--- config.mk ---
export PLATFORM = sky130hd
export DESIGN_NAME = beam_steer_sequencer_flat
export DESIGN_NICKNAME = d
export VERILOG_FILES = /design/src/rtl/beam_steer_sequencer_if.sv /design/src/rtl/beam_steer_sequencer.sv /design/src/flat_wrapper.sv
export SDC_FILE = /design/constraint.sdc
export NUM_CORES = 1
export LEC_CHECK = 0
export CAP_MARGIN = 20
export CORE_UTILIZATION = 35
export DETAILED_ROUTE_END_ITERATION = 7
export GPL_TIMING_DRIVEN = 0
export SKIP_LAST_GASP = 1
export SYNTH_ARGS = -nofsm -noshare
export SYNTH_HDL_FRONTEND = slang
export SYNTH_SLANG_ARGS = --single-unit
--- constraint.sdc ---
create_clock -name clk -period 3.2 [get_ports clk]
set_clock_uncertainty 0.15 [all_clocks]
set_input_delay 0.32 -clock clk [delete_from_list [all_inputs] [get_ports clk]]
set_output_delay 0.32 -clock clk [all_outputs]
set_load 0.005 [all_outputs]
--- src/rtl/beam_steer_sequencer_if.sv ---
// beam_steer_sequencer_if: table-write and delay-register load port bundle for the beam steer sequencer
interface beam_steer_sequencer_if #(
  parameter int DELAY_BITS = 4,
  parameter int NUM_BEAMS = 4,
  localparam int BW = NUM_BEAMS > 1 ? $clog2(NUM_BEAMS) : 1
);
  logic tbl_we;
  logic [BW-1:0] tbl_beam;
  logic [2:0] tbl_ch;
  logic [DELAY_BITS-1:0] tbl_data;
  logic [2:0] dly_sel;
  logic dly_data;
  logic dly_shift;
  modport master (
    input tbl_we, tbl_beam, tbl_ch, tbl_data,
    output dly_sel, dly_data, dly_shift
  );
  modport slave (
    output tbl_we, tbl_beam, tbl_ch, tbl_data,
    input dly_sel, dly_data, dly_shift
  );
endinterface

--- src/rtl/beam_steer_sequencer.sv ---
// beam_steer_sequencer: shifts per-beam delay sets into the delay-register port on frame edges, dwelling between beams
module beam_steer_sequencer #(
  parameter int NUM_CHANNELS = 3,
  parameter int DELAY_BITS = 4,
  parameter int NUM_BEAMS = 4,
  parameter int DWELL_W = 8,
  localparam int BW = NUM_BEAMS > 1 ? $clog2(NUM_BEAMS) : 1
) (
  input logic clk,
  input logic rst_n,
  input logic ena,
  input logic start,
  input logic ws,
  input logic [DWELL_W-1:0] dwell_frames,
  beam_steer_sequencer_if.master bus,
  output logic [BW-1:0] beam_idx,
  output logic busy,
  output logic load_done
);
  localparam int CW = NUM_CHANNELS > 1 ? $clog2(NUM_CHANNELS) : 1;
  localparam int BTW = DELAY_BITS > 1 ? $clog2(DELAY_BITS) : 1;
  localparam int DW1 = DWELL_W + 1;
  typedef enum logic [1:0] {IDLE, WAIT_FRAME, LOAD, DWELL} state_t;
  state_t state_q, state_d;
  logic [DELAY_BITS-1:0] tbl_q [NUM_BEAMS][NUM_CHANNELS];
  logic [DELAY_BITS-1:0] tbl_d [NUM_BEAMS][NUM_CHANNELS];
  logic [DELAY_BITS-1:0] shadow_q [NUM_CHANNELS];
  logic [DELAY_BITS-1:0] shadow_d [NUM_CHANNELS];
  logic [CW-1:0] ch_q, ch_d;
  logic [BTW-1:0] bit_q, bit_d;
  logic [DWELL_W-1:0] fc_q, fc_d;
  logic [BW-1:0] beam_q, beam_d;
  logic [2:0] sel_q, sel_d;
  logic data_q, data_d, shift_q, shift_d, busy_q, busy_d, done_q, done_d, ws_q;
  logic fe, latch, last;
  logic [DW1-1:0] fc_inc, dwell_eff;
  assign fe = ws & ~ws_q;
  assign fc_inc = {1'b0, fc_q} + 1'b1;
  assign dwell_eff = (dwell_frames == '0) ? DW1'(1) : {1'b0, dwell_frames};
  assign last = (ch_q == CW'(NUM_CHANNELS - 1)) && (bit_q == '0);
  always_comb begin
    state_d = state_q;
    tbl_d = tbl_q;
    shadow_d = shadow_q;
    ch_d = ch_q;
    bit_d = bit_q;
    fc_d = fc_q;
    beam_d = beam_q;
    sel_d = sel_q;
    data_d = data_q;
    shift_d = 1'b0;
    done_d = 1'b0;
    latch = 1'b0;
    case (state_q)
      IDLE: begin
        state_d = (start && ena) ? WAIT_FRAME : IDLE;
        beam_d = (start && ena) ? '0 : beam_q;
      end
      WAIT_FRAME: begin
        state_d = ena ? WAIT_FRAME : IDLE;
        latch = ena && fe;
      end
      LOAD:
        if (!shift_q) shift_d = 1'b1;
        else if (last) begin
          done_d = 1'b1;
          fc_d = '0;
          state_d = ena ? DWELL : IDLE;
        end else begin
          ch_d = (bit_q == '0) ? ch_q + 1'b1 : ch_q;
          bit_d = (bit_q == '0) ? BTW'(DELAY_BITS - 1) : bit_q - 1'b1;
          sel_d = 3'(ch_d);
          data_d = shadow_q[ch_d][bit_d];
        end
      DWELL:
        if (!ena) state_d = IDLE;
        else if (fe) begin
          latch = fc_inc >= dwell_eff;
          beam_d = latch ? beam_q + 1'b1 : beam_q;
          fc_d = fc_inc[DWELL_W-1:0];
        end
      default: state_d = IDLE;
    endcase
    if (latch) begin
      state_d = LOAD;
      shadow_d = tbl_q[beam_d];
      ch_d = '0;
      bit_d = BTW'(DELAY_BITS - 1);
      sel_d = '0;
      data_d = tbl_q[beam_d][0][DELAY_BITS-1];
    end
    if (bus.tbl_we && ({1'b0, bus.tbl_ch} < 4'(NUM_CHANNELS))) tbl_d[bus.tbl_beam][bus.tbl_ch[CW-1:0]] = bus.tbl_data;
    busy_d = state_d != IDLE;
  end
  always_ff @(posedge clk or negedge rst_n) begin
    if (!rst_n) begin
      state_q <= IDLE;
      tbl_q <= '{default: '0};
      shadow_q <= '{default: '0};
      ch_q <= '0;
      bit_q <= '0;
      fc_q <= '0;
      beam_q <= '0;
      sel_q <= '0;
      data_q <= 1'b0;
      shift_q <= 1'b0;
      busy_q <= 1'b0;
      done_q <= 1'b0;
      ws_q <= 1'b0;
    end else begin
      state_q <= state_d;
      tbl_q <= tbl_d;
      shadow_q <= shadow_d;
      ch_q <= ch_d;
      bit_q <= bit_d;
      fc_q <= fc_d;
      beam_q <= beam_d;
      sel_q <= sel_d;
      data_q <= data_d;
      shift_q <= shift_d;
      busy_q <= busy_d;
      done_q <= done_d;
      ws_q <= ws;
    end
  end
  assign bus.dly_sel = sel_q;
  assign bus.dly_data = data_q;
  assign bus.dly_shift = shift_q;
  assign beam_idx = beam_q;
  assign busy = busy_q;
  assign load_done = done_q;
endmodule

--- src/flat_wrapper.sv ---
// flat-port wrapper written by rule: the top's interface ports become plain ports
module beam_steer_sequencer_flat 
#(
  parameter int NUM_CHANNELS = 3,
  parameter int DELAY_BITS = 4,
  parameter int NUM_BEAMS = 4,
  parameter int DWELL_W = 8,
  localparam int BW = NUM_BEAMS > 1 ? $clog2(NUM_BEAMS) : 1
)
  (clk, rst_n, ena, start, ws, dwell_frames, beam_idx, busy, load_done, bus_tbl_we, bus_tbl_beam, bus_tbl_ch, bus_tbl_data, bus_dly_sel, bus_dly_data, bus_dly_shift);
  beam_steer_sequencer_if #(.DELAY_BITS(DELAY_BITS), .NUM_BEAMS(NUM_BEAMS)) bus_i ();
  input logic clk;
  input logic rst_n;
  input logic ena;
  input logic start;
  input logic ws;
  input logic [DWELL_W-1:0] dwell_frames;
  output logic [BW-1:0] beam_idx;
  output logic busy;
  output logic load_done;
  input wire logic [$bits(bus_i.tbl_we)-1:0] bus_tbl_we;
  input wire logic [$bits(bus_i.tbl_beam)-1:0] bus_tbl_beam;
  input wire logic [$bits(bus_i.tbl_ch)-1:0] bus_tbl_ch;
  input wire logic [$bits(bus_i.tbl_data)-1:0] bus_tbl_data;
  output wire logic [$bits(bus_i.dly_sel)-1:0] bus_dly_sel;
  output wire logic [$bits(bus_i.dly_data)-1:0] bus_dly_data;
  output wire logic [$bits(bus_i.dly_shift)-1:0] bus_dly_shift;
  assign bus_i.tbl_we = bus_tbl_we;
  assign bus_i.tbl_beam = bus_tbl_beam;
  assign bus_i.tbl_ch = bus_tbl_ch;
  assign bus_i.tbl_data = bus_tbl_data;
  assign bus_dly_sel = bus_i.dly_sel;
  assign bus_dly_data = bus_i.dly_data;
  assign bus_dly_shift = bus_i.dly_shift;
  beam_steer_sequencer #(.NUM_CHANNELS(NUM_CHANNELS), .DELAY_BITS(DELAY_BITS), .NUM_BEAMS(NUM_BEAMS), .DWELL_W(DWELL_W)) u_core (.clk(clk), .rst_n(rst_n), .ena(ena), .start(start), .ws(ws), .dwell_frames(dwell_frames), .bus(bus_i), .beam_idx(beam_idx), .busy(busy), .load_done(load_done));
endmodule
* Word level (Yosys, flattened, before mapping)
Index checks and enable logic that the tools add are counted.
** Cells by class
- $add $sub $neg :: 4
- Magnitude comparators :: 9
- Equality and inequality tests :: 9
- Muxes and demuxes :: 58
- Bitwise gates (word level) :: 6
- Reductions and logical operators :: 15
** Operators with widths (count)
- bitwise mux 48 bit :: 1
- 2-to-1 mux 8 bit :: 5
- 2-to-1 mux 2 bit :: 19
- 2-to-1 mux 12 bit :: 3
- binary-select mux 12 bit (select 2 bit) :: 1
- demux 12 bit (select 2 bit) :: 1
- case mux 8 bit (2 select lines) :: 1
- 2-to-1 mux 1 bit :: 14
- greater-or-equal comparator 3 bit, second input constant :: 4
- 2-to-1 mux 3 bit :: 4
- 2-to-1 mux 4 bit :: 3
- NOT 2 -> 3 bit :: 4
- adder 8 x 1 -> 9 bit, second input constant :: 1
- greater-or-equal comparator 9 bit :: 1
- binary-select mux 4 bit (select 2 bit) :: 1
- demux 4 bit (select 2 bit) :: 1
- logical NOT 8 bit :: 1
- != test 2 x 1 -> 1 bit, second input constant :: 4
- case mux 2 bit (4 select lines) :: 1
- nonzero test 2 bit :: 4
- equality test 2 bit, second input constant :: 3
- logical AND 1 bit :: 6
- < comparator 3 x 1 -> 1 bit, second input constant :: 2
- AND reduction 5 bit :: 1
- 13 further kinds :: 15
** Word-level totals
- Bits in registers :: 84
- Input bits :: 23
- Output and inout port bits :: 9
- Logic and storage cells :: 127

* Longest topological paths before layout
- Depth in word-level cells :: 12
- Mapped depth :: 14
- Mapped depth without buffers :: 13

* Least setup slack after synthesis
Ideal clock, no wire load.
- Path kind :: flip-flop to flip-flop
- Start :: reg u_core.fc_q[2]
- End :: reg u_core.shadow_q[0] (netlist bit)
- Setup time :: 0.077 ns
- Arrival :: 3.033 ns
- Slack :: -0.060 ns
- Stages on the path, launching flop included :: 15
- Period minus slack after synthesis :: 3.260 ns
- Cells stage by stage :: dfrtp_1 -> and3_1 -> and3_1 -> nand3_1 -> xnor2_1 -> ha_1 -> and3_1 -> a221oi_1 -> o21a_1 -> a21oi_1 -> mux2i_1 -> o21ai_1 -> buf_4 -> mux2_2 -> o21ai_1
** Between the ends
- Longest elaborated chain between the ends :: 10
- Elaborated cells on any way between the ends :: 13
- Those cells by class :: add/sub: 1; order compare: 1; mux: 10; bitwise: 1
** RTL lines
- start: declaration :: RTL line beam_steer_sequencer.sv:31 : logic [DWELL_W-1:0] fc_q, fc_d;
- start signal: assignment :: RTL line beam_steer_sequencer.sv:102 : fc_q <= '0;
- start signal: assignment :: RTL line beam_steer_sequencer.sv:116 : fc_q <= fc_d;
- adder 8 x 1 -> 9 bit :: RTL line beam_steer_sequencer.sv:38 : assign fc_inc = {1'b0, fc_q} + 1'b1;
- greater-or-equal comparator 9 bit :: RTL line beam_steer_sequencer.sv:78 : latch = fc_inc >= dwell_eff;
- 2-to-1 mux 2 bit :: RTL line beam_steer_sequencer.sv:79 : beam_d = latch ? beam_q + 1'b1 : beam_q;
- 2-to-1 mux 2 bit :: RTL line beam_steer_sequencer.sv:77 : else if (fe) begin
- 2-to-1 mux 2 bit :: RTL line beam_steer_sequencer.sv:76 : if (!ena) state_d = IDLE;
- case mux 2 bit (2 select lines) :: RTL line beam_steer_sequencer.sv:54 : case (state_q)
- net u_core.beam_d[1] :: RTL line beam_steer_sequencer.sv:32 : logic [BW-1:0] beam_q, beam_d;
- NOT 2 -> 3 bit (implied by the code) :: RTL line beam_steer_sequencer.sv:86 : shadow_d = tbl_q[beam_d];
- binary-select mux 12 bit (select 2 bit) :: RTL line beam_steer_sequencer.sv:86
- 2-to-1 mux 12 bit (implied by the code) (2 in a row) :: RTL line beam_steer_sequencer.sv:86
- end signal: assignment :: RTL line beam_steer_sequencer.sv:113 : shadow_q <= shadow_d;
- end: declaration :: RTL line beam_steer_sequencer.sv:27 : logic [DELAY_BITS-1:0] shadow_q [NUM_CHANNELS];
The timed path passes the listed nets, and every way through them passes these cells. The select of a mux whose other input is x is not followed.
A chain may end at the register's enable or synchronous reset.

* Worst setup path in the final report
- Start :: reg u_core.fc_q[2]
- End :: reg u_core.data_q, in the netlist u_core.bus.dly_data
** Between the ends
- Longest elaborated chain between the ends :: 11
- Elaborated cells on any way between the ends :: 18
- Those cells by class :: add/sub: 1; order compare: 1; eq/ne: 1; mux: 11; bitwise: 1; reduce/logical: 3
** RTL lines
- adder 8 x 1 -> 9 bit (*) :: RTL line beam_steer_sequencer.sv:38
- greater-or-equal comparator 9 bit (*) :: RTL line beam_steer_sequencer.sv:78
- 2-to-1 mux 2 bit :: RTL line beam_steer_sequencer.sv:79
- 2-to-1 mux 2 bit :: RTL line beam_steer_sequencer.sv:77
- 2-to-1 mux 2 bit :: RTL line beam_steer_sequencer.sv:76
- case mux 2 bit (2 select lines) :: RTL line beam_steer_sequencer.sv:54
- NOT 2 -> 3 bit (implied by the code) :: RTL line beam_steer_sequencer.sv:90 : data_d = tbl_q[beam_d][0][DELAY_BITS-1];
- binary-select mux 12 bit (select 2 bit) :: RTL line beam_steer_sequencer.sv:90
- 2-to-1 mux 12 bit (implied by the code) (2 in a row) :: RTL line beam_steer_sequencer.sv:90
- 2-to-1 mux 1 bit :: RTL line beam_steer_sequencer.sv:84 : if (latch) begin
- end signal: assignment :: RTL line beam_steer_sequencer.sv:119 : data_q <= data_d;
- end: declaration :: RTL line beam_steer_sequencer.sv:34 : logic data_q, data_d, shift_q, shift_d, busy_q, busy_d, done_q, done_d, ws_q;
Mark *: on every way between the ends. The rest lies on a longest branch, timed or not. The select of a mux whose other input is x is not followed.

==> metrics.md <==
| Metric | Value |
|---|---|
| Die area | `12380 µm²` |
| Lkg Pwr | `2.405 nW` |
| Vias in the first global route | `3029` |
| Share of cells above drive strength 1 | `32.80%` |
| Register share of total power | `42.9%` |
| CTS Buf Count | `9` |
| Residual DRC count | `13` |
| Root buf cell | `clkbuf_16` |
| ANT cells | `0` |
| F_max | `307.3 MHz` |
| Drt via density | `5.038` |
| HPWL after detailed placement | `6167 µm` |
| Largest family of logic cells by synthesized area | `multiplexers` |
| Max Buffers Root-to-Sink | `2` |
| R2R Path End | `u_core.bus.dly_data` |
| Setup slack after layout | `-53.93 ps` |
| Pwr/cell area | `575.0 nW/µm²` |
| Synth warn | `0` |
| Top FF cell, synth | `dfrtp_1` |
| Drt first pass iters | `6` |
| Row count | `39` |
| Fin crit share | `101.7%` |
| #FFs+latches synth | `81` |
| Die H | `111.3 µm` |
| Switching power total | `0.0008292 W` |
| Core area | `11520 µm²` |
| Hold violation count in the final report | `0` |
| Post-synthesis cell count | `370` |
| Setup TNS | `-391.7 ps` |
| Crit-path max FO | `4` |
| Initial DRC Count | `89` |
| TritonCTS clock tree | `built` |
| Die width | `111.3 µm` |
| Yosys cell types | `47` |
| Internal power | `0.002281 W` |
| Clk sink count | `81` |
| Tmin final | `3254 ps` |
| Simple-Gate Fraction of Synth Area | `10.24%` |
| Crit. End Element | `register` |
| Compound-gate portion of the synthesized area | `8.141%` |
| Failing checks | `design-rule violations, negative setup slack` |
| Starting density of the core | `36.30%` |
| CP Class | `register to register` |
| Slew Viols, Final | `0` |
| Largest net degree at the start of global routing | `72` |
| Synth Cell Area | `4180 µm²` |
| Max Cap Viol | `0` |
| Startpoint types | `register` |
| Ys async rst share | `100.0%` |
| Final GP Congestion | `0.7764` |
| Crit path DAT | `3360 ps` |
| Nets | `473` |
| Worst-path clk slew | `60 ps` |
| Wire length per cell | `15.30 µm` |
| # IOs | `32` |
| PortBufs | `30` |
| Switching part of the total power | `26.66%` |
| VDD IR max | `0.3474 mV` |
| DR vias | `2932` |
| Logic pwr share | `22.3%` |
| Adder-cell share of the synthesized area | `4.490%` |
| Origin of the critical flop-to-flop path | `u_core.fc_q[2]` |
| Syn-to-layout area delta | `29.39%` |
| Total Routing Usage GR | `15.58%` |
| RSZ-0062 raised after global routing | `true` |
| Fill count | `1040` |
| Avg Cell Area, Syn | `11.30 µm²` |
| Critical Path RT | `3300 ps` |
| Post-synth EDFFs | `0` |
| Flop2flop setup slack | `-50 ps` |
| Multiplexer share of the synthesized area | `23.47%` |
| ANT nets after route | `0` |
| Relative slew slack | `55.54%` |
| Xor/xnor share of the synthesized area | `1.467%` |
| First-pass GRT wire length | `14980 µm` |
| Worst-margin pin slew | `657.6 ps` |
| Clock power frac | `34.8%` |
| Syn_nets | `408` |
| Antenna violations before repair | `0` |
| Total Wirelength | `8905 µm` |
| Setup violations, final | `12` |
| H-tree depth | `3` |
| Clock latency on the worst-skew pair | `340 ps` |
| Hold Crit Class | `primary input to async pin` |
| Gr ovfl total | `0` |
| Crit path launch | `u_core.fc_q[2]` |
| Status | `complete, but fails checks` |
| Register area share after synthesis | `48.49%` |
| Power consumption | `0.003110 W` |
| Reg2Reg Depth | `14` |
cell usage after synthesis, types with 2 or more instances:
| cell | n | area, µm² |
|---|---|---|
| xnor2_1 | 5 | 43.79 |
| a22oi_1 | 2 | 15.01 |
| dfrtp_1 | 81 | 2027 |
| a21boi_0 | 2 | 15.01 |
| buf_4 | 2 | 15.01 |
| nand3_1 | 7 | 35.03 |
| inv_1 | 17 | 63.81 |
| a21o_1 | 2 | 15.01 |
| ha_1 | 15 | 187.7 |
| nand2_1 | 49 | 183.9 |
| o21ai_0 | 14 | 70.07 |
| mux2i_1 | 26 | 260.3 |
| xor2_1 | 2 | 17.52 |
| mux2_2 | 60 | 675.7 |
| o31ai_1 | 3 | 22.52 |
| nand4_1 | 2 | 12.51 |
| buf_6 | 2 | 22.52 |
| a211oi_1 | 2 | 15.01 |
| mux4_2 | 2 | 45.04 |
| nor2b_1 | 3 | 18.77 |
| a21oi_1 | 7 | 35.03 |
| nand2b_1 | 3 | 18.77 |
| nor2_1 | 9 | 33.78 |
| o21ai_1 | 13 | 65.06 |
| nor4bb_1 | 2 | 20.02 |
| clkbuf_1 | 12 | 45.04 |
| and3_1 | 6 | 37.54 |
state kept, by name, indices dropped and copies added (netlist names), 2 cells and up:
| register | flops |
|---|---|
| u_core.beam_idx | 2 |
| u_core.bit_q | 2 |
| u_core.bus.dly_sel | 2 |
| u_core.fc_q | 8 |
| u_core.shadow_q | 12 |
| u_core.state_q | 2 |
| u_core.tbl_q | 48 |
final cells by class:
class                           count  area, µm²  share of cell area [%]
Clock inverter                      5      81.33                   1.504
Multi-Input combinational cell    255       2203                   40.74
Inverter                           17      63.81                   1.180
Clock buffer                       10      229.0                   4.233
Tap cell                          143      178.9                   3.308
Buffer                             17      108.9                   2.012
Sequential cell                    81       2028                   37.50
Timing Repair Buffer               54      515.5                   9.530
worst max-delay path: stages (launching register included):
cell      delay, ps
dfrtp_1         360
and3_4          190
and3_4          220
nand3_4          80
xnor2_2         150
ha_1            300
and3_4          160
a221oi_2        230
o21a_2          220
a21oi_2          70
mux2i_1         210
o21ai_2         130
buf_6           160
or3_4           370
a32oi_2         170
stage by stage:
step	util (%)	setup WS, ps	hold WS [ps]	area [µm²]	std cells
after floorplan	-	5.977	-125.6	4188	370
after detailed placement	40.74	-523.9	27.06	4692	544
after global placement	40.53	-1202	321.1	4667	543
after CTS	46.12	-94.83	217.6	5311	578
final	46.97	-53.93	213.3	5409	582
after global routing	46.97	-235.9	226.4	5409	582
power by group through the flow:
stage,clock [W],sequential [W],combinational [W]
final,0.00108,0.00133,0.000693
after detailed placement,0,0.00135,0.000589
after global routing,0.00115,0.00136,0.000779
after global placement,0,0.00134,0.000566
after floorplan,0,0.00132,0.000410
after CTS,0.00111,0.00134,0.000669
kinds of logic (layout without fill, tap and decap cells):
family	Yosys count	count (layout)
adder cells (fa/ha/maj)	15	15
other	1	1
flip-flops	81	81
AND/OR/NAND/NOR	90	90
AO/OA/AOI/OAI	54	54
XOR/XNOR	7	7
multiplexers	88	88
buffers and inverters	34	103
layout by cell type (no fill, tap or decap), types with 2 or more instances in the layout:
| master | instances |
|---|---|
| dfrtp_1 | 80 |
| nor2b_1 | 3 |
| nand2b_1 | 3 |
| inv_1 | 17 |
| a21oi_1 | 5 |
| nand3_2 | 3 |
| clkbuf_1 | 11 |
| mux2_4 | 10 |
| mux2_2 | 50 |
| mux4_2 | 2 |
| mux2i_1 | 21 |
| nand4_1 | 2 |
| o31ai_1 | 3 |
| clkdlybuf4s50_1 | 29 |
| buf_4 | 20 |
| a21o_1 | 2 |
| o21ai_2 | 12 |
| clkbuf_16 | 9 |
| o21ai_0 | 14 |
| nor4bb_1 | 2 |
| nand2_1 | 49 |
| nor2_1 | 9 |
| a22oi_1 | 2 |
| buf_6 | 5 |
| a211oi_1 | 2 |
| bufinv_16 | 2 |
| xnor2_2 | 2 |
| ha_1 | 14 |
| a21oi_2 | 2 |
| and3_4 | 3 |
| and3_1 | 3 |
| clkbuf_2 | 2 |
| nand3_1 | 4 |
| xnor2_1 | 3 |
| mux2i_2 | 5 |
how the worst max path moves through the flow:
| stage | cells past startpoint | end | slack [ps] |
|---|---|---|---|
| final | 14 | u_core.bus.dly_data | -50 |
| after CTS | 14 | u_core.bus.dly_data | -90 |
| after global routing | 15 | u_core.shadow_q[4] | -240 |
| after detailed placement | 14 | u_core.shadow_q[1] | -520 |
| after global placement | 1 | u_core.ws_q | -1200 |
| after floorplan | 14 | u_core.shadow_q[4] | 6 |
metal layers:
layer	GRT usage, %	vias up	routed length [µm]
li1	-	1435	-
met1	20.10	1435	4210
met2	25.37	54	4250
met3	4.210	8	349
met4	4.955	0	95
met5	0	-	0
repair_timing:
action,in CTS,in global routing
endpoints found under the hold margin,49,0
endpoints found under the setup margin,20,18
hold buffers,1,0
setup buffers,17,4
cloned,1,0
pin swaps,13,7
gates resized for setup,40,17
Power figures use the tool's default switching activity.
==> RTL change 1, RTL diff (config.mk and constraints unchanged) <==
`NUM_BEAMS` is set to 4 in 3 places; all go to 2.
--- a/src/rtl/beam_steer_sequencer_if.sv
+++ b/src/rtl/beam_steer_sequencer_if.sv
@@ -3,3 +3,3 @@
   parameter int DELAY_BITS = 4,
-  parameter int NUM_BEAMS = 4,
+  parameter int NUM_BEAMS = 2,
   localparam int BW = NUM_BEAMS > 1 ? $clog2(NUM_BEAMS) : 1
--- a/src/rtl/beam_steer_sequencer.sv
+++ b/src/rtl/beam_steer_sequencer.sv
@@ -4,3 +4,3 @@
   parameter int DELAY_BITS = 4,
-  parameter int NUM_BEAMS = 4,
+  parameter int NUM_BEAMS = 2,
   parameter int DWELL_W = 8,
--- a/src/flat_wrapper.sv
+++ b/src/flat_wrapper.sv
@@ -5,3 +5,3 @@
   parameter int DELAY_BITS = 4,
-  parameter int NUM_BEAMS = 4,
+  parameter int NUM_BEAMS = 2,
   parameter int DWELL_W = 8,
Interface: changed (resized beam_idx and bus_tbl_beam); port bits go from 32 to 30. The function was not compared with the original's and may differ.
==> RTL change 1 against the unedited design <==
  * Setup slack better by 0.066 ns
  * Final area down 32%
  * Routed wire length down 31%
  * Synthesized cell count down 27%
  * Total power down 39%
  * Global-route usage down 0.39 points
  * Sequential cell count down 25
  * Area after synthesis down 30%
  * Sequential power down 27%
  * Combinational power down 25%
  * Largest cell class unchanged
  * Largest power group unchanged
  * Highest routed layer unchanged
==> RTL change 1: results (changes against the unedited design) <==
INFO  cts            tritoncts_buffer_count=5 [was 9]
INFO  routing        drt_first_iter_violations=39 [was 89]
INFO  yosys          yosys.area_share.xor_xnor=1.787% [was 1.467%]
INFO  global_routing grtUsageTotal=15.19% [was 15.58%]
INFO  cts            cts_max_level=2 [was 3]
INFO  yosys          yosysSeqAreaShare=47.66% [was 48.49%]
INFO  finish         layout.nets=357 [was 473]
INFO  critical_path  timing.critical_path.arrival=3.25ns [was 3.36 ns]
INFO  finish         largest_reg_flops=24 [was 48]
INFO  finish         layout_cells_sized_above_1=22.74% [was 32.80%]
INFO  worst_hold_path hold_class=input pin to register [was input pin to asynchronous set/reset pin]
INFO  critical_path  cp_slowest_cell=sky130_fd_sc_hd__or4_4 [was sky130_fd_sc_hd__or3_4]
INFO  yosys          synth.area.top_cells=sky130_fd_sc_hd__dfrtp_1 48%, sky130_fd_sc_hd__mux2_2 9.2%, sky130_fd_sc_hd__ha_1 6.4% [was sky130_fd_sc_hd__dfrtp_1 48%, sky130_fd_sc_hd__mux2_2 16%, sky130_fd_sc_hd__mux2i_1 6.2%]
INFO  global_routing via_count_of_the_first_global_routing_pass=2,231 [was 3,029]
INFO  yosys          post_synthesis_compound_gate_area_fraction=10.47% [was 8.141%]
INFO  power_and_ir_drop peakVddDrop=0.2896mV [was 0.3474 mV]
INFO  global_routing wire_length_of_the_first_global_routing_pass=10,340µm [was 14,980 µm]
INFO  placed_design  placement.io_buffers=28 [was 30]
INFO  placed_design  dp.final_hpwl=4328µm [was 6167 µm]
INFO  yosys          synth.top_cells.by_count=56 x sky130_fd_sc_hd__dfrtp_1, 42 x sky130_fd_sc_hd__nand2_1, 24 x sky130_fd_sc_hd__mux2_2, 16 x sky130_fd_sc_hd__o21ai_0, 15 x sky130_fd_sc_hd__ha_1 [was 81 x sky130_fd_sc_hd__dfrtp_1, 60 x sky130_fd_sc_hd__mux2_2, 49 x sky130_fd_sc_hd__nand2_1, 26 x sky130_fd_sc_hd__mux2i_1, 17 x sky130_fd_sc_hd__inv_1]
INFO  critical_path  crit_fanout=5 [was 4]
INFO  yosys          yosys-mux-area-fraction=16.68% [was 23.47%]
INFO  placed_design  globalplace.congestion=0.7972 [was 0.7764]
INFO  timing         worst-slew-pin-transition=0.7281ns [was 0.6576 ns]
INFO  cts            cts.clk_slew.worst_paths=0.11ns [was 0.06 ns]
INFO  yosys          synth_nets=307 [was 408]
INFO  outcome        status=finished clean [was finished with violations]
INFO  cts            clkLatencyLatePin=0.32ns [was 0.34 ns]
INFO  yosys          synth_area_per_cell=10.89µm² [was 11.30 µm²]
==> RTL change 1: cell count changes in the layout (fill, tap and decap cells not counted), moves of 9 or more <==
cell	delta
sky130_fd_sc_hd__o21ai_1	+9
sky130_fd_sc_hd__mux2i_1	-14
sky130_fd_sc_hd__dfrtp_1	-25
sky130_fd_sc_hd__clkbuf_16	-9
sky130_fd_sc_hd__mux2_2	-26
sky130_fd_sc_hd__mux2_4	-10
sky130_fd_sc_hd__o21ai_2	-12
==> RTL change 1: kinds of logic after synthesis <==
family                   after synthesis
AO/OA/AOI/OAI                         49
XOR/XNOR                               6
adder cells (fa/ha/maj)               15
buffers and inverters                 21
flip-flops                            56
multiplexers                          41
other                                  1
AND/OR/NAND/NOR                       81
==> RTL change 1: report_power, final <==
part / internal [mW] / total, mW / switching, mW
logic: 0.300 / 0.518 / 0.219
clock network: 0.156 / 0.394 / 0.238
registers: 0.857 / 0.971 / 0.114
==> RTL change 1: per-stage QoR <==
stage,utilization [%],hold slack (ns),total power [mW]
after global placement,41.00,0.3153,1.468
after global routing,45.00,0.3225,2.013
after floorplan,-,-0.1256,1.305
after CTS,43.62,0.3168,1.892
after detailed placement,41.18,0.2694,1.486
final,45.00,0.3282,1.884
==> RTL change 1: routing by layer <==
metal	part of all wire, %	global-route usage, %
met1	46	18.39
met5	0	0
met2	50	27.57
met3	3.2	3.641
met4	0.80	2.692
==> RTL change 1: layout make-up <==
| class | instances | share of cell area (%) |
|---|---|---|
| multi-input combinational | 193 | 41.39 |
| sequential | 56 | 38.13 |
| timing repair buffer | 43 | 11.84 |
| tap | 105 | 3.571 |
| clock buffer | 5 | 1.871 |
| inverter | 14 | 1.429 |
| buffer | 7 | 1.190 |
| clock inverter | 3 | 0.5782 |
==> RTL change 1: worst paths after layout <==
kind | startpoint | endpoint | slack (ns) | cells past startpoint
max | u_core.fc_q[3] | u_core.shadow_q[2] | 0.01 | 13
min | ws | u_core.ws_q | 0.33 | 1
max reg2reg | u_core.fc_q[3] | u_core.shadow_q[2] | 0.01 | 13
min reg2reg | u_core.shadow_q[4] | u_core.shadow_q[4] | 0.34 | 2
max in group asynchronous | rst_n | u_core.bus.dly_sel[1] | 1.86 | 3
min in group asynchronous | rst_n | u_core.tbl_q[14] | 0.44 | 2
==> RTL change 1: repair_timing <==
| action | in CTS | in global routing |
|---|---|---|
| gates cloned | 1 | 0 |
| hold endpoints to repair | 30 | 0 |
| resized for setup | 6 | 13 |
| setup buffers | 5 | 7 |
| endpoints found under the setup margin | 16 | 17 |
| hold buffers | 1 | 0 |
| pin swaps | 1 | 6 |
==> RTL change 2, RTL diff (config.mk and constraints unchanged) <==
Made on the original files. Re-encode `state_t` (4 states) as one-hot, 4 bits wide.
--- a/src/rtl/beam_steer_sequencer.sv
+++ b/src/rtl/beam_steer_sequencer.sv
@@ -22,3 +22,3 @@
   localparam int DW1 = DWELL_W + 1;
-  typedef enum logic [1:0] {IDLE, WAIT_FRAME, LOAD, DWELL} state_t;
+  typedef enum logic [3:0] {IDLE = 4'b0001, WAIT_FRAME = 4'b0010, LOAD = 4'b0100, DWELL = 4'b1000} state_t;
   state_t state_q, state_d;
Formal check against the unedited RTL: no difference found for any inputs over 10 cycles, from zero or initial values and one cycle with rst_n low; not proved beyond that.
==> RTL change 2 against the unedited design <==
  * The flow finishes with violations (negative setup slack)
  * Critical path depth rose by 1
  * Sequential cell count up 2
  * Routed wire length up 25%
  * Area after synthesis up 5.6%
  * Total power shrank 3.3%
  * Final area up 9.6%
  * Setup slack got worse by 0.081 ns
  * Core utilization up 1.8 points
  * Critical path type unchanged
  * Critical endpoint is now u_core.shadow_q[8]
  * Largest cell class unchanged
==> RTL change 2: results (changes against the unedited design) <==
INFO  power_and_ir_drop peakVddDrop=0.2925mV [was 0.3474 mV]
INFO  timing         whs=0.2683ns [was 0.2133 ns]
INFO  routing        routed_via_density=5.183 [was 5.038]
INFO  yosys          synthCells=405 [was 370]
INFO  outcome        status=finished with violations [unchanged]
INFO  yosys          synth.area.top_cells=sky130_fd_sc_hd__dfrtp_1 46%, sky130_fd_sc_hd__mux2_2 13%, sky130_fd_sc_hd__mux2i_1 3.9% [was sky130_fd_sc_hd__dfrtp_1 48%, sky130_fd_sc_hd__mux2_2 16%, sky130_fd_sc_hd__mux2i_1 6.2%]
INFO  yosys          yosysSeqAreaShare=47.09% [was 48.49%]
INFO  routing        drt_first_iter_violations=157 [was 89]
INFO  global_routing use_met1=22.44% [was 20.10%]
INFO  global_routing grt_use_met2=30.83% [was 25.37%]
INFO  power_and_ir_drop power_report.internal_total=2.293mW [was 2.281 mW]
INFO  timing         worst-slew-pin-transition=0.7436ns [was 0.6576 ns]
INFO  power_and_ir_drop clock_power=1.26mW [was 1.08 mW]
INFO  cts            post-cts-setup-buffers=19 [was 17]
INFO  finish         clock_tree_area_fraction=6.184% [was 5.737%]
INFO  outcome        failed_checks=negative setup slack [was design-rule violations, negative setup slack]
INFO  yosys          synth.top_cells.by_count=82 x sky130_fd_sc_hd__dfrtp_1, 52 x sky130_fd_sc_hd__mux2_2, 44 x sky130_fd_sc_hd__nand2_1, 18 x sky130_fd_sc_hd__and3_1, 18 x sky130_fd_sc_hd__clkbuf_1 [was 81 x sky130_fd_sc_hd__dfrtp_1, 60 x sky130_fd_sc_hd__mux2_2, 49 x sky130_fd_sc_hd__nand2_1, 26 x sky130_fd_sc_hd__mux2i_1, 17 x sky130_fd_sc_hd__inv_1]
INFO  yosys          synth_nets=439 [was 408]
INFO  yosys          yosysUniqueCellTypes=56 [was 47]
INFO  routing        met3_wirelength=223µm [was 349 µm]
INFO  routing        drt_first_pass_iters=4 [was 6]
INFO  timing         timing.final.setup_violations=13 [was 12]
INFO  cts            post_cts_resized=57 [was 40]
INFO  finish         seq_cell_count=83 [was 81]
INFO  timing         fin_ws=-0.1353ns [was -0.05393 ns]
INFO  finish         seq_area_share=35.10% [was 37.50%]
INFO  critical_path  crit_path_max_incr_delay=0.42ns [was 0.37 ns]
INFO  routing        wirelength=11,110µm [was 8905 µm]
INFO  finish         nonClkBufAreaFrac=13.47% [was 11.54%]
INFO  global_routing use_met3=2.753% [was 4.210%]
INFO  routing        met1Wirelength=4977µm [was 4210 µm]
RTL change 2: changes by cell type after synthesis, sizes merged, moves of 4 or more:
cell / delta
a21boi: +9
and3: +12
clkbuf: +6
ha: -4
inv: -4
mux2: -8
mux2i: -9
nand2: -4
nor2: +7
o211ai: +11
o21ai: -13
o221ai: +14
RTL change 2: kinds of logic (layout without fill, tap and decap cells):
family,count (synthesis),in the layout,share of synthesized area [%]
AO/OA/AOI/OAI,82,82,13.78
buffers and inverters,37,116,3.657
adder cells (fa/ha/maj),11,11,3.119
other,1,1,0.08498
AND/OR/NAND/NOR,114,114,13.24
multiplexers,70,70,17.64
flip-flops,83,83,47.09
XOR/XNOR,7,7,1.389
RTL change 2: path summary, 6_finish.rpt:
check | to | cells after the start
worst max-delay path | u_core.shadow_q[8] | 15
worst min-delay path | u_core.tbl_q[44] | 2
worst max register to register | u_core.shadow_q[8] | 15
worst min register to register | u_core.bus.dly_shift | 1
max in group asynchronous | u_core.state_q[0] | 3
min in group clk | u_core.bus.dly_shift | 1
